### src/rtl/pia8255_port_if.sv
// rtl/pia8255_port_if.sv - CPU-side bus of the 8255-style parallel port
// One access per cycle with cs=1; dout is combinational from addr and state.
interface pia8255_port_if;
    logic       cs;
    logic       rnw;
    logic [1:0] addr;
    logic [7:0] din;
    logic [7:0] dout;

    modport master (output cs, output rnw, output addr, output din, input dout);
    modport slave  (input cs, input rnw, input addr, input din, output dout);
endinterface

### src/rtl/pia8255_port.sv
// rtl/pia8255_port.sv - 8255-style PIA: three 8-bit ports, mode 0 plus group-A mode 1
// Port B mode is fixed at 0; group-A mode 1 handshake lives on PC3..PC7.
module pia8255_port #(
    parameter logic [7:0] RESET_CTRL = 8'h8A,
    parameter bit         MODE1_EN   = 1'b1
) (
    input  logic             clk,
    input  logic             reset,
    pia8255_port_if.slave    bus,
    input  logic [7:0]       pa_in,
    input  logic [7:0]       pb_in,
    input  logic [7:0]       pc_in,
    output logic [7:0]       pa_out,
    output logic [7:0]       pb_out,
    output logic [7:0]       pc_out,
    output logic [7:0]       pa_dir,
    output logic [7:0]       pb_dir,
    output logic [7:0]       pc_dir,
    output logic             intr_a
);
    logic [7:0] ctrl;
    logic [7:0] pa_lat, pb_lat, pc_lat, pa_cap;
    logic       ibf, inte_a, intr_q, obf_n, stb_q, ack_q;

    logic mode1, m1_in, m1_out;
    assign mode1  = MODE1_EN && (ctrl[6:5] == 2'b01);
    assign m1_in  = mode1 && ctrl[4];
    assign m1_out = mode1 && !ctrl[4];

    logic wr, rd, wr_pa, wr_pb, wr_pc, wr_mode, wr_bsr, rd_pa;
    assign wr      = bus.cs && !bus.rnw;
    assign rd      = bus.cs && bus.rnw;
    assign wr_pa   = wr && (bus.addr == 2'b00);
    assign wr_pb   = wr && (bus.addr == 2'b01);
    assign wr_pc   = wr && (bus.addr == 2'b10);
    assign wr_mode = wr && (bus.addr == 2'b11) && bus.din[7];
    assign wr_bsr  = wr && (bus.addr == 2'b11) && !bus.din[7];
    assign rd_pa   = rd && (bus.addr == 2'b00);

    logic stb_fall, ack_fall, ack_rise;
    assign stb_fall = stb_q && !pc_in[4];
    assign ack_fall = ack_q && !pc_in[6];
    assign ack_rise = !ack_q && pc_in[6];

    // Input-mode INTR is a pure function of state so it drops the moment STB_n is sampled low.
    assign intr_a = m1_in  ? (ibf && inte_a && stb_q) :
                    m1_out ? intr_q : 1'b0;

    assign pa_dir = {8{~ctrl[4]}};
    assign pb_dir = {8{~ctrl[1]}};
    assign pa_out = pa_lat;
    assign pb_out = pb_lat;

    always_comb begin
        pc_dir = {{4{~ctrl[3]}}, {4{~ctrl[0]}}};
        pc_out = pc_lat;
        if (m1_in) begin
            pc_dir[3] = 1'b1;
            pc_dir[5] = 1'b1;
            pc_dir[4] = 1'b0;
            pc_out[3] = intr_a;
            pc_out[5] = ibf;
        end else if (m1_out) begin
            pc_dir[3] = 1'b1;
            pc_dir[5] = 1'b1;
            pc_dir[7] = 1'b1;
            pc_dir[6] = 1'b0;
            pc_out[3] = intr_a;
            pc_out[7] = obf_n;
        end
    end

    logic [7:0] pa_rd, pb_rd, pc_rd;
    assign pa_rd = m1_in ? pa_cap : ((pa_dir & pa_lat) | (~pa_dir & pa_in));
    assign pb_rd = (pb_dir & pb_lat) | (~pb_dir & pb_in);

    always_comb begin
        pc_rd = (pc_dir & pc_lat) | (~pc_dir & pc_in);
        if (m1_in) begin
            pc_rd[3] = intr_a;
            pc_rd[4] = inte_a;
            pc_rd[5] = ibf;
        end else if (m1_out) begin
            pc_rd[3] = intr_a;
            pc_rd[6] = inte_a;
            pc_rd[7] = obf_n;
        end
    end

    always_comb begin
        case (bus.addr)
            2'b00:   bus.dout = pa_rd;
            2'b01:   bus.dout = pb_rd;
            2'b10:   bus.dout = pc_rd;
            default: bus.dout = ctrl | 8'h80;
        endcase
    end

    // Later assignments win: handshake events, then bus writes, then mode-set on top.
    always_ff @(posedge clk) begin
        if (reset) begin
            ctrl   <= RESET_CTRL;
            pa_lat <= 8'h00;
            pb_lat <= 8'h00;
            pc_lat <= 8'h00;
            pa_cap <= 8'h00;
            ibf    <= 1'b0;
            inte_a <= 1'b0;
            intr_q <= 1'b0;
            obf_n  <= 1'b1;
            stb_q  <= 1'b1;
            ack_q  <= 1'b1;
        end else begin
            stb_q <= pc_in[4];
            ack_q <= pc_in[6];
            if (m1_in) begin
                if (stb_fall) begin
                    pa_cap <= pa_in;
                    ibf    <= 1'b1;
                end else if (rd_pa) begin
                    ibf <= 1'b0;
                end
            end
            if (m1_out) begin
                if (ack_fall)
                    obf_n <= 1'b1;
                if (ack_rise && inte_a)
                    intr_q <= 1'b1;
            end
            if (wr_pa) begin
                pa_lat <= bus.din;
                if (m1_out) begin
                    obf_n  <= 1'b0;
                    intr_q <= 1'b0;
                end
            end
            if (wr_pb)
                pb_lat <= bus.din;
            if (wr_pc)
                pc_lat <= bus.din;
            if (wr_bsr) begin
                if (m1_in && bus.din[3:1] == 3'd4)
                    inte_a <= bus.din[0];
                else if (m1_out && bus.din[3:1] == 3'd6)
                    inte_a <= bus.din[0];
                else
                    pc_lat[bus.din[3:1]] <= bus.din[0];
            end
            if (wr_mode) begin
                ctrl   <= bus.din;
                pa_lat <= 8'h00;
                pb_lat <= 8'h00;
                pc_lat <= 8'h00;
                pa_cap <= 8'h00;
                ibf    <= 1'b0;
                inte_a <= 1'b0;
                intr_q <= 1'b0;
                obf_n  <= 1'b1;
            end
        end
    end
endmodule
### src/flat_wrapper.sv
// flat-port wrapper written by rule: the top's interface ports become plain ports
module pia8255_port_flat 
#(
    parameter logic [7:0] RESET_CTRL = 8'h8A,
    parameter bit         MODE1_EN   = 1'b1
)
  (clk, reset, pa_in, pb_in, pc_in, pa_out, pb_out, pc_out, pa_dir, pb_dir, pc_dir, intr_a, bus_cs, bus_rnw, bus_addr, bus_din, bus_dout);
  pia8255_port_if bus_i ();
  input  logic clk;
  input  logic reset;
  input  logic [7:0] pa_in;
  input  logic [7:0] pb_in;
  input  logic [7:0] pc_in;
  output logic [7:0] pa_out;
  output logic [7:0] pb_out;
  output logic [7:0] pc_out;
  output logic [7:0] pa_dir;
  output logic [7:0] pb_dir;
  output logic [7:0] pc_dir;
  output logic intr_a;
  input wire logic [$bits(bus_i.cs)-1:0] bus_cs;
  input wire logic [$bits(bus_i.rnw)-1:0] bus_rnw;
  input wire logic [$bits(bus_i.addr)-1:0] bus_addr;
  input wire logic [$bits(bus_i.din)-1:0] bus_din;
  output wire logic [$bits(bus_i.dout)-1:0] bus_dout;
  assign bus_i.cs = bus_cs;
  assign bus_i.rnw = bus_rnw;
  assign bus_i.addr = bus_addr;
  assign bus_i.din = bus_din;
  assign bus_dout = bus_i.dout;
  pia8255_port #(.RESET_CTRL(RESET_CTRL), .MODE1_EN(MODE1_EN)) u_core (.clk(clk), .reset(reset), .bus(bus_i), .pa_in(pa_in), .pb_in(pb_in), .pc_in(pc_in), .pa_out(pa_out), .pb_out(pb_out), .pc_out(pc_out), .pa_dir(pa_dir), .pb_dir(pb_dir), .pc_dir(pc_dir), .intr_a(intr_a));
endmodule
### config.mk
export PLATFORM = sky130hd
export DESIGN_NAME = pia8255_port_flat
export DESIGN_NICKNAME = d
export VERILOG_FILES = /design/src/rtl/pia8255_port_if.sv /design/src/rtl/pia8255_port.sv /design/src/flat_wrapper.sv
export SDC_FILE = /design/constraint.sdc
export NUM_CORES = 1
export LEC_CHECK = 0
export CAP_MARGIN = 20
export CORE_MARGIN = 1
export CORE_UTILIZATION = 45
export CTS_CLUSTER_SIZE = 14
export DETAILED_ROUTE_END_ITERATION = 7
export GPL_TIMING_DRIVEN = 0
export PLACE_DENSITY = 0.8
export SYNTH_ARGS = -nofsm -noshare
export SYNTH_HDL_FRONTEND = slang
export SYNTH_SLANG_ARGS = --single-unit
### constraint.sdc
create_clock -name clk -period 2.25 [get_ports clk]
set_input_delay 0.3375 -clock clk [delete_from_list [all_inputs] [get_ports clk]]
set_output_delay 0.3375 -clock clk [all_outputs]
set_load 0.01 [all_outputs]
### Word level (Yosys, flattened, before mapping)

Cells that the tools add are included.
Widths: inputs -> output; s select.

| storage, ports and cells | value |
|---|---|
| output and inout bits | 57 |
| input bits | 38 |
| logic and storage cells | 108 |
| register bits after elaboration | 45 |

| cells by class | value |
|---|---|
| reduce and logical (&&, ||, !) cells | 33 |
| mux-type cells | 40 |
| bitwise logic cells | 16 |
| $lt $le $gt $ge | 2 |
| equality and inequality tests | 6 |

Operator list:

| cell | count |
|---|---|
| $and 8x8->8 | 6 |
| $mux 8 | 6 |
| $mux 1 | 26 |
| $not 8->8 | 3 |
| $or 8x8->8 | 3 |
| $pmux 8 s3 | 1 |
| $logic_and 1x1->1 | 20 |
| $bwmux 8 | 1 |
| $mux 2 | 4 |
| $eq 3x3->1 const B | 2 |
| $logic_not 1->1 | 6 |
| $reduce_and 2->1 | 3 |
| $eq 2x1->1 const B | 2 |
| $eq 2x2->1 const B | 2 |
| $lt 3x4->1 const B | 1 |
| $not 1->1 | 4 |
| $reduce_bool 2->1 | 2 |
| $demux 1 s3 | 1 |
| $ge 3x1->1 const B | 1 |
| $mux 3 | 1 |
| $logic_not 2->1 | 1 |
| $reduce_or 2->1 | 1 |

### Logic depth before layout (Yosys ltp)

Gate-level depths: netlist of run 1.

| depth | value |
|---|---|
| depth after elaboration | 10 |
| mapped depth | 8 |
| mapped depth without buffers | 4 |

### Worst setup path before layout of run 1

OpenSTA, ideal clock, no wires.

| timing | value |
|---|---|
| path type | flip-flop to output port |
| start point | reg u_core.ctrl[6] |
| end point | out bus_dout[2] |
| cell stages (with the launch flop) | 6 |
| required time | 1913 ps |
| buffers on the path | 1 |
| arrival | 1409 ps |
| path slack | 504 ps |
| path through | dfxtp_1 > nand2b_1 > buf_2 > nand2_1 > a311o_1 > a22oi_1 |

| between the ends | value |
|---|---|
| word-level cells in the longest chain between the ends | 4 |

Ends and longest elaborated chain:

| what | line | RTL |
|---|---|---|
| start: declaration | pia8255_port.sv:21 | `logic [7:0] ctrl;` |
| start signal: assignment | pia8255_port.sv:150 | `ctrl <= bus.din;` |
| $eq 2x1->1 | pia8255_port.sv:26 | `assign mode1 = MODE1_EN && (ctrl[6:5] == 2'b01);` |
| $logic_and 1x1->1 | pia8255_port.sv:27 | `assign m1_in = mode1 && ctrl[4];` |
| $mux 8 | pia8255_port.sv:74 | `assign pa_rd = m1_in ? pa_cap : ((pa_dir & pa_lat) \| (~pa_dir & pa_in));` |
| $pmux 8 s3 | pia8255_port.sv:91 | `case (bus.addr)` |
| end: declaration | flat_wrapper.sv:25 | `output wire logic [$bits(bus_i.dout)-1:0] bus_dout;` |

Every way passes these cells.

### Worst setup path after layout of run 1

| timing | value |
|---|---|
| start point | reg u_core.ctrl[6] |
| end point | out bus_dout[0] |

Same word-level chain as after synthesis.

==> flow_summary.json, run 1 <==
{
  "status": "complete, no violations",
  "yosysSeqAreaShare_pct": 33.2,
  "viasPerCell": 5.69,
  "ys_top_cells_by_count": "nand2_1 (55), dfxtp_1 (45), nor2_1 (35)",
  "yosys.area.top_type": "dfxtp_1",
  "die-area_um2": 6350,
  "ys_warn_count": 0,
  "ios": 95,
  "synthXorXnorAreaFrac_pct": 0.322,
  "cts_hold_buf": 0,
  "setup_viol": 0,
  "syn_inst": 345,
  "diodes": 0,
  "grt_max_degree": 15,
  "grt_pass1_wl_um": 13500,
  "worst_pin_slew_ns": 0.681,
  "min_path_cells": 2,
  "clockBufferDepth": 2,
  "slew_violations": 0,
  "regToRegStartpoint": "u_core.ctrl[6]",
  "synthMuxAreaShare_pct": 15.6,
  "timing.slew.headroom_pct": 54.6,
  "routed_wl_um": 8800,
  "cp-startpoint": "u_core.ctrl[6]",
  "rows": 27,
  "end_kind": "output pin",
  "finalCritPeriodShare_pct": 97.6,
  "clkLatencyLatePin_ns": 0.31,
  "ys_ff_latch": 45,
  "clk_pin_slew_worst_paths_ns": 0.09,
  "hold_viol_final": 0,
  "nNetsFinal": 480,
  "leakagePower_nw": 1.48,
  "synth.area.top_cells": "dfxtp_1 (33%), mux2i_1 (11%), nand2_1 (7.6%), buf_4 (6.4%), nor2_1 (4.8%)",
  "syn_area_per_cell_um2": 7.87,
  "post-route-util_pct": 68.8,
  "antenna_left": 0,
  "top_layer_used": "met4",
  "critical_path_required_ns": 1.91,
  "hold_path.startpoint": "u_core.ctrl[2]",
  "synth_top_area_share_pct": 33.2,
  "port_buffers": 91,
  "peakVddDrop_uv": 261,
  "syn_nets": 383,
  "hold_path.class": "reg2reg",
  "drt-wirelength-per-cell_um": 17.1,
  "dpl_cell_area_um2": 3720,
  "grt_pass1_vias": 2701,
  "synth_flop_cell": "dfxtp_1",
  "design.core.area_um2": 5680,
  "grt_overflow": 0,
  "crit_path_start_kind": "flop",
  "drc_errors": 0,
  "critPathKind": "reg2out",
  "h-tree-depth": 2,
  "gr-usage-all-layers_pct": 28.1,
  "place.gp.congestion": 0.904,
  "cts_tree": "done",
  "via_count": 2928,
  "yosys.area_share.simple_pct": 24.1,
  "synth.distinct_cells": 48,
  "drtPass1Iterations": 5,
  "wl_met2_um": 4150,
  "critical_path.max_fanout": 10,
  "max_cap_viol_count": 0,
  "fin_ws_ns": 0.0533,
  "cts_root_buffer": "clkbuf_8",
  "place_ws_ns": -0.390,
  "yosysMostFrequentCell": "nand2_1",
  "drive_above_1_share_pct": 18.1,
  "fmaxAchievable_mhz": 455,
  "cp_data_arrival_time_ns": 1.86,
  "die_h_um": 79.7,
  "synth_compound_area_share_pct": 15.5,
  "synth-edff-count": 0,
  "yosys.area_share.adder_pct": 0,
  "dpl.hpwl_um": 6400,
  "slowest_stage": "dfxtp_4",
  "crit_chain": "nand2b_4 -> buf_6 -> nand2_1 -> a311o_1 -> a21oi_2 -> clkdlybuf4s15_1",
  "dr_wl_met3_um": 828,
  "antenna_found_initial": 0,
  "die_x_um": 79.7,
  "timing.critical_path.slowest_cell_delay_ns": 0.39,
  "syn2layout_area_growth_pct": 43.9,
  "cts.sinks": 45,
  "met1_length_um": 3730,
  "initial_core_util_pct": 47.9,
  "rr_worst_depth": 5,
  "synth_top_family_by_area": "simple AND/OR/NAND/NOR gates",
  "ys_async_sr_fraction_pct": 0,
  "syn_area_um2": 2720,
  "cts_buffers": 5,
  "skew_ns": 0.00216,
  "drtIter0Drc": 255,
  "stdcell_area_um2": 3910,
  "power.density_nw_per_um2": 433,
  "period_minus_slack_ns": 2.20
}
where the power goes:
group	internal, mW	switching [mW]	total, mW
logic	0.165	0.159	0.324
registers	0.806	0.0137	0.820
clock network	0.250	0.300	0.549
total	1.22	0.473	1.69
cell usage in the layout, fill, tap and decap left out, types with 4 or more instances in the layout:
cell type        instances
a21oi_1                 23
a311o_1                  4
a31oi_1                  6
buf_2                    5
buf_4                   28
clkbuf_1                12
clkbuf_2                 4
clkbuf_8                 6
clkdlybuf4s50_1         82
dfxtp_1                 40
dlygate4sd2_1            4
inv_1                    5
mux2_2                  11
mux2i_1                 28
nand2_1                 55
nand3_1                  9
nor2_1                  35
nor2b_1                  5
nor3b_1                  4
o21ai_0                 12
registers in the layout, summed over array words and instances (netlist names), named ones only:
signal,cells
u_core.stb_q,1
u_core.ctrl,7
u_core.pa_cap,8
u_core.pb_out,8
u_core.inte_a,1
u_core.pc_lat,8
u_core.pa_out,8
u_core.ibf,1
u_core.ack_q,1
path summary, 6_finish.rpt:
check	to	slack (ns)
worst min register to register	u_core.ctrl[2]	0.47
worst max register to register	u_core.pa_cap[1]	0.59
worst min-delay path	u_core.ctrl[2]	0.47
worst max-delay path	bus_dout[0]	0.05
metal layers:
layer	global-route usage, %	up-vias
li1	-	1376
met5	0	-
met4	8.73	0
met1	36.7	1381
met3	5.60	11
met2	46.3	160
per-stage QoR:
stage                     hold WS (ns)  total power [mW]  cells   TNS, ns
after floorplan                  0.436             0.984    345         0
after global placement           0.444              1.15    508     -4.44
after detailed placement         0.459              1.16    508     -5.69
after CTS                        0.470              1.68    515         0
after global routing             0.499              1.75    515  -0.00689
final                            0.475              1.69    515         0
worst max-delay path, delay by kind of cell, from the launching register on:
family / cells / cell delay [ns]
flops: 1 / 0.39
buf+inv: 2 / 0.40
compound gates: 2 / 0.54
simple gates: 2 / 0.23
logic make-up (layout without fill, tap and decap cells):
family,Yosys count,count (layout)
XOR/XNOR,1,1
AND/OR/NAND/NOR,136,136
multiplexers,41,41
buffers and inverters,56,154
AO/OA/AOI/OAI,66,66
flip-flops,45,45
what timing repair did:
| item | 4_1_cts | 5_1_grt |
|---|---|---|
| endpoints found under the setup margin | 20 | 8 |
| gates resized for setup | 41 | 10 |
| pin swaps | 3 | 0 |
| buffers inserted | 3 | 0 |
| hold endpoints to repair | 0 | 0 |
final cells by class:
class                      count  area (um2)
clock buffer                   6        82.6
timing repair buffer          94         916
sequential                    45         915
fill                         487        1770
inverter                       6        26.3
clock inverter                 2        13.8
buffer                        46         285
tap                           72        90.1
multi-input combinational    244        1580
Note: power is estimated with default switching activity, not from simulation.
==> run 2: changes to the inputs <==
CORE_MARGIN = not set   (was 1)
SLEW_MARGIN = 10   (was not set)
==> results of run 2 <==
No change in the layout: final DEF, timing and power equal those of run 1.
==> run 3: changes to the inputs <==
TNS_END_PERCENT = 5   (was not set)
==> flow_summary.json, run 3 (synthesis gave the netlist of run 1 again) <==
{
  "antenna_left": 0,
  "via_count": 2905,
  "cts_buffers": 5,
  "skew_ns": 0.00443,
  "multi_input_area_um2": 1560,
  "hold_path.class": "reg2reg",
  "cts.sinks": 45,
  "grt_pass1_vias": 2637,
  "die-area_um2": 6350,
  "pwr-share-comb_pct": 19.1,
  "grt_pass1_wl_um": 13200,
  "sw_frac_of_total_pct": 27.6,
  "syn2layout_area_growth_pct": 42.4,
  "cts_root_buffer": "clkbuf_8",
  "final_common_cell": "clkdlybuf4s50_1",
  "min_path_cells": 2,
  "critical_path_required_ns": 1.91,
  "routed_wl_um": 8670,
  "drc_errors": 0,
  "timing.slew.headroom_pct": 60.2,
  "period_minus_slack_ns": 2.40,
  "clock_power_share_pct": 32.3,
  "p_int_mw": 1.22,
  "mostFrequentLayoutCells": "clkdlybuf4s50_1 (83), nand2_1 (55), dfxtp_1 (40)",
  "status": "finished, violations left",
  "critPathKind": "reg2out",
  "rows": 27,
  "power.density_nw_per_um2": 436,
  "cts_hold_buf": 0,
  "gr-usage-all-layers_pct": 27.6,
  "dpl.hpwl_um": 6400,
  "setup_viol": 1,
  "cts_tree": "done",
  "viasPerCell": 5.67,
  "hold_viol_final": 0,
  "peakVddDrop_uv": 261,
  "crit_path_start_kind": "flop",
  "grt_setup_unrepaired": "yes",
  "clockBufferDepth": 2,
  "antenna_found_initial": 0,
  "seqPwrFrac_pct": 48.6,
  "n_fill_cell": 499,
  "worst_pin_slew_ns": 0.597,
  "finalCritPeriodShare_pct": 107,
  "place.gp.congestion": 0.904,
  "hold_end": "u_core.ctrl[2]",
  "grt_max_degree": 15,
  "place_inst": 508,
  "h-tree-depth": 2,
  "nNetsFinal": 477,
  "max_cap_viol_count": 0,
  "regToRegStartpoint": "u_core.ctrl[6]",
  "drtIter0Drc": 299,
  "whs_ns": 0.473,
  "violations": "setup timing",
  "critical_path.max_fanout": 8,
  "leakagePower_nw": 1.47,
  "slew_violations": 0,
  "die_h_um": 79.7,
  "stdcell_count": 512,
  "fin_ws_ns": -0.154,
  "drt-wirelength-per-cell_um": 16.9,
  "rr_worst_depth": 5,
  "drtPass1Iterations": 5,
  "cp_data_arrival_time_ns": 2.07,
  "port_buffers": 91,
  "r2r-end": "u_core.pa_cap[1]",
  "ios": 95,
  "die_x_um": 79.7,
  "fmaxAchievable_mhz": 416,
  "cts_setup_buffers": 0,
  "design.core.area_um2": 5680,
  "diodes": 0,
  "hold_path.startpoint": "u_core.ctrl[2]",
  "grt_overflow": 0,
  "r2r_setup_slack_ns": 0.68,
  "clk_pin_slew_worst_paths_ns": 0.09,
  "p_switching_mw": 0.465,
  "initial_core_util_pct": 47.9,
  "regArea_um2": 915,
  "end_kind": "output pin",
  "clkLatencyLatePin_ns": 0.31,
  "drive_above_1_share_pct": 16.6
}
-- run 3: worst max path at each step --
stage	slack (ns)	startpoint	end	cells after the start
final	-0.15	u_core.ctrl[6]	bus_dout[4]	4
after global routing	-0.24	u_core.ctrl[4]	bus_dout[4]	5
after CTS	-0.21	u_core.ctrl[5]	bus_dout[6]	5
after detailed placement	-0.39	pc_in[4]	bus_dout[4]	5
after global placement	-0.40	pc_in[4]	bus_dout[4]	5
after floorplan	0.50	u_core.ctrl[6]	bus_dout[2]	5
-- run 3: metrics by stage --
| stage | worst slack [ns] | utilization [%] | total power, mW | TNS, ns | area [um2] |
|---|---|---|---|---|---|
| after floorplan | 0.504 | - | 0.984 | 0 | 2720 |
| after global placement | -0.401 | 65.5 | 1.15 | -4.44 | 3720 |
| after detailed placement | -0.390 | 65.5 | 1.16 | -5.69 | 3720 |
| after CTS | -0.211 | 67.9 | 1.68 | -0.411 | 3850 |
| after global routing | -0.237 | 68.2 | 1.74 | -0.251 | 3870 |
| final | -0.154 | 68.2 | 1.69 | -0.154 | 3870 |
-- run 3: what timing repair did --
| action | in CTS | in global routing |
|---|---|---|
| endpoints found under the setup margin | 20 | 9 |
| gates resized for setup | 31 | 13 |
| pin swaps | 2 | 1 |
-- run 3: worst max-delay path, cell delays in order (launching register included) --
cell,delay [ns]
dfxtp_4,0.38
nand3b_1,0.23
a2111oi_2,0.47
a211o_1,0.16
clkdlybuf4s50_1,0.53
-- run 3: layout make-up --
cell class              instances  area share (%)
clock inverters                 2           0.356
flip-flops and latches         45            23.6
plain buffers                  46            7.37
repair buffers                 91            23.3
well taps                      72            2.33
multi-input cells             244            40.3
inverters                       6           0.582
clock buffers                   6            2.13
-- run 3: power by group through the flow --
stage	Sequential, mW	Clock, mW	Combinational, mW
final	0.820	0.544	0.322
after global routing	0.822	0.581	0.341
after CTS	0.820	0.542	0.318
after detailed placement	0.839	0	0.319
after global placement	0.838	0	0.317
after floorplan	0.838	0	0.146
-- run 3: per-layer routing --
metal,global-route usage (%),wire length (um),vias to the layer above
met2,45.1,4080,168
met3,6.40,878,9
met5,0,0,-
met1,35.6,3620,1356
met4,8.55,97,0
li1,-,-,1372
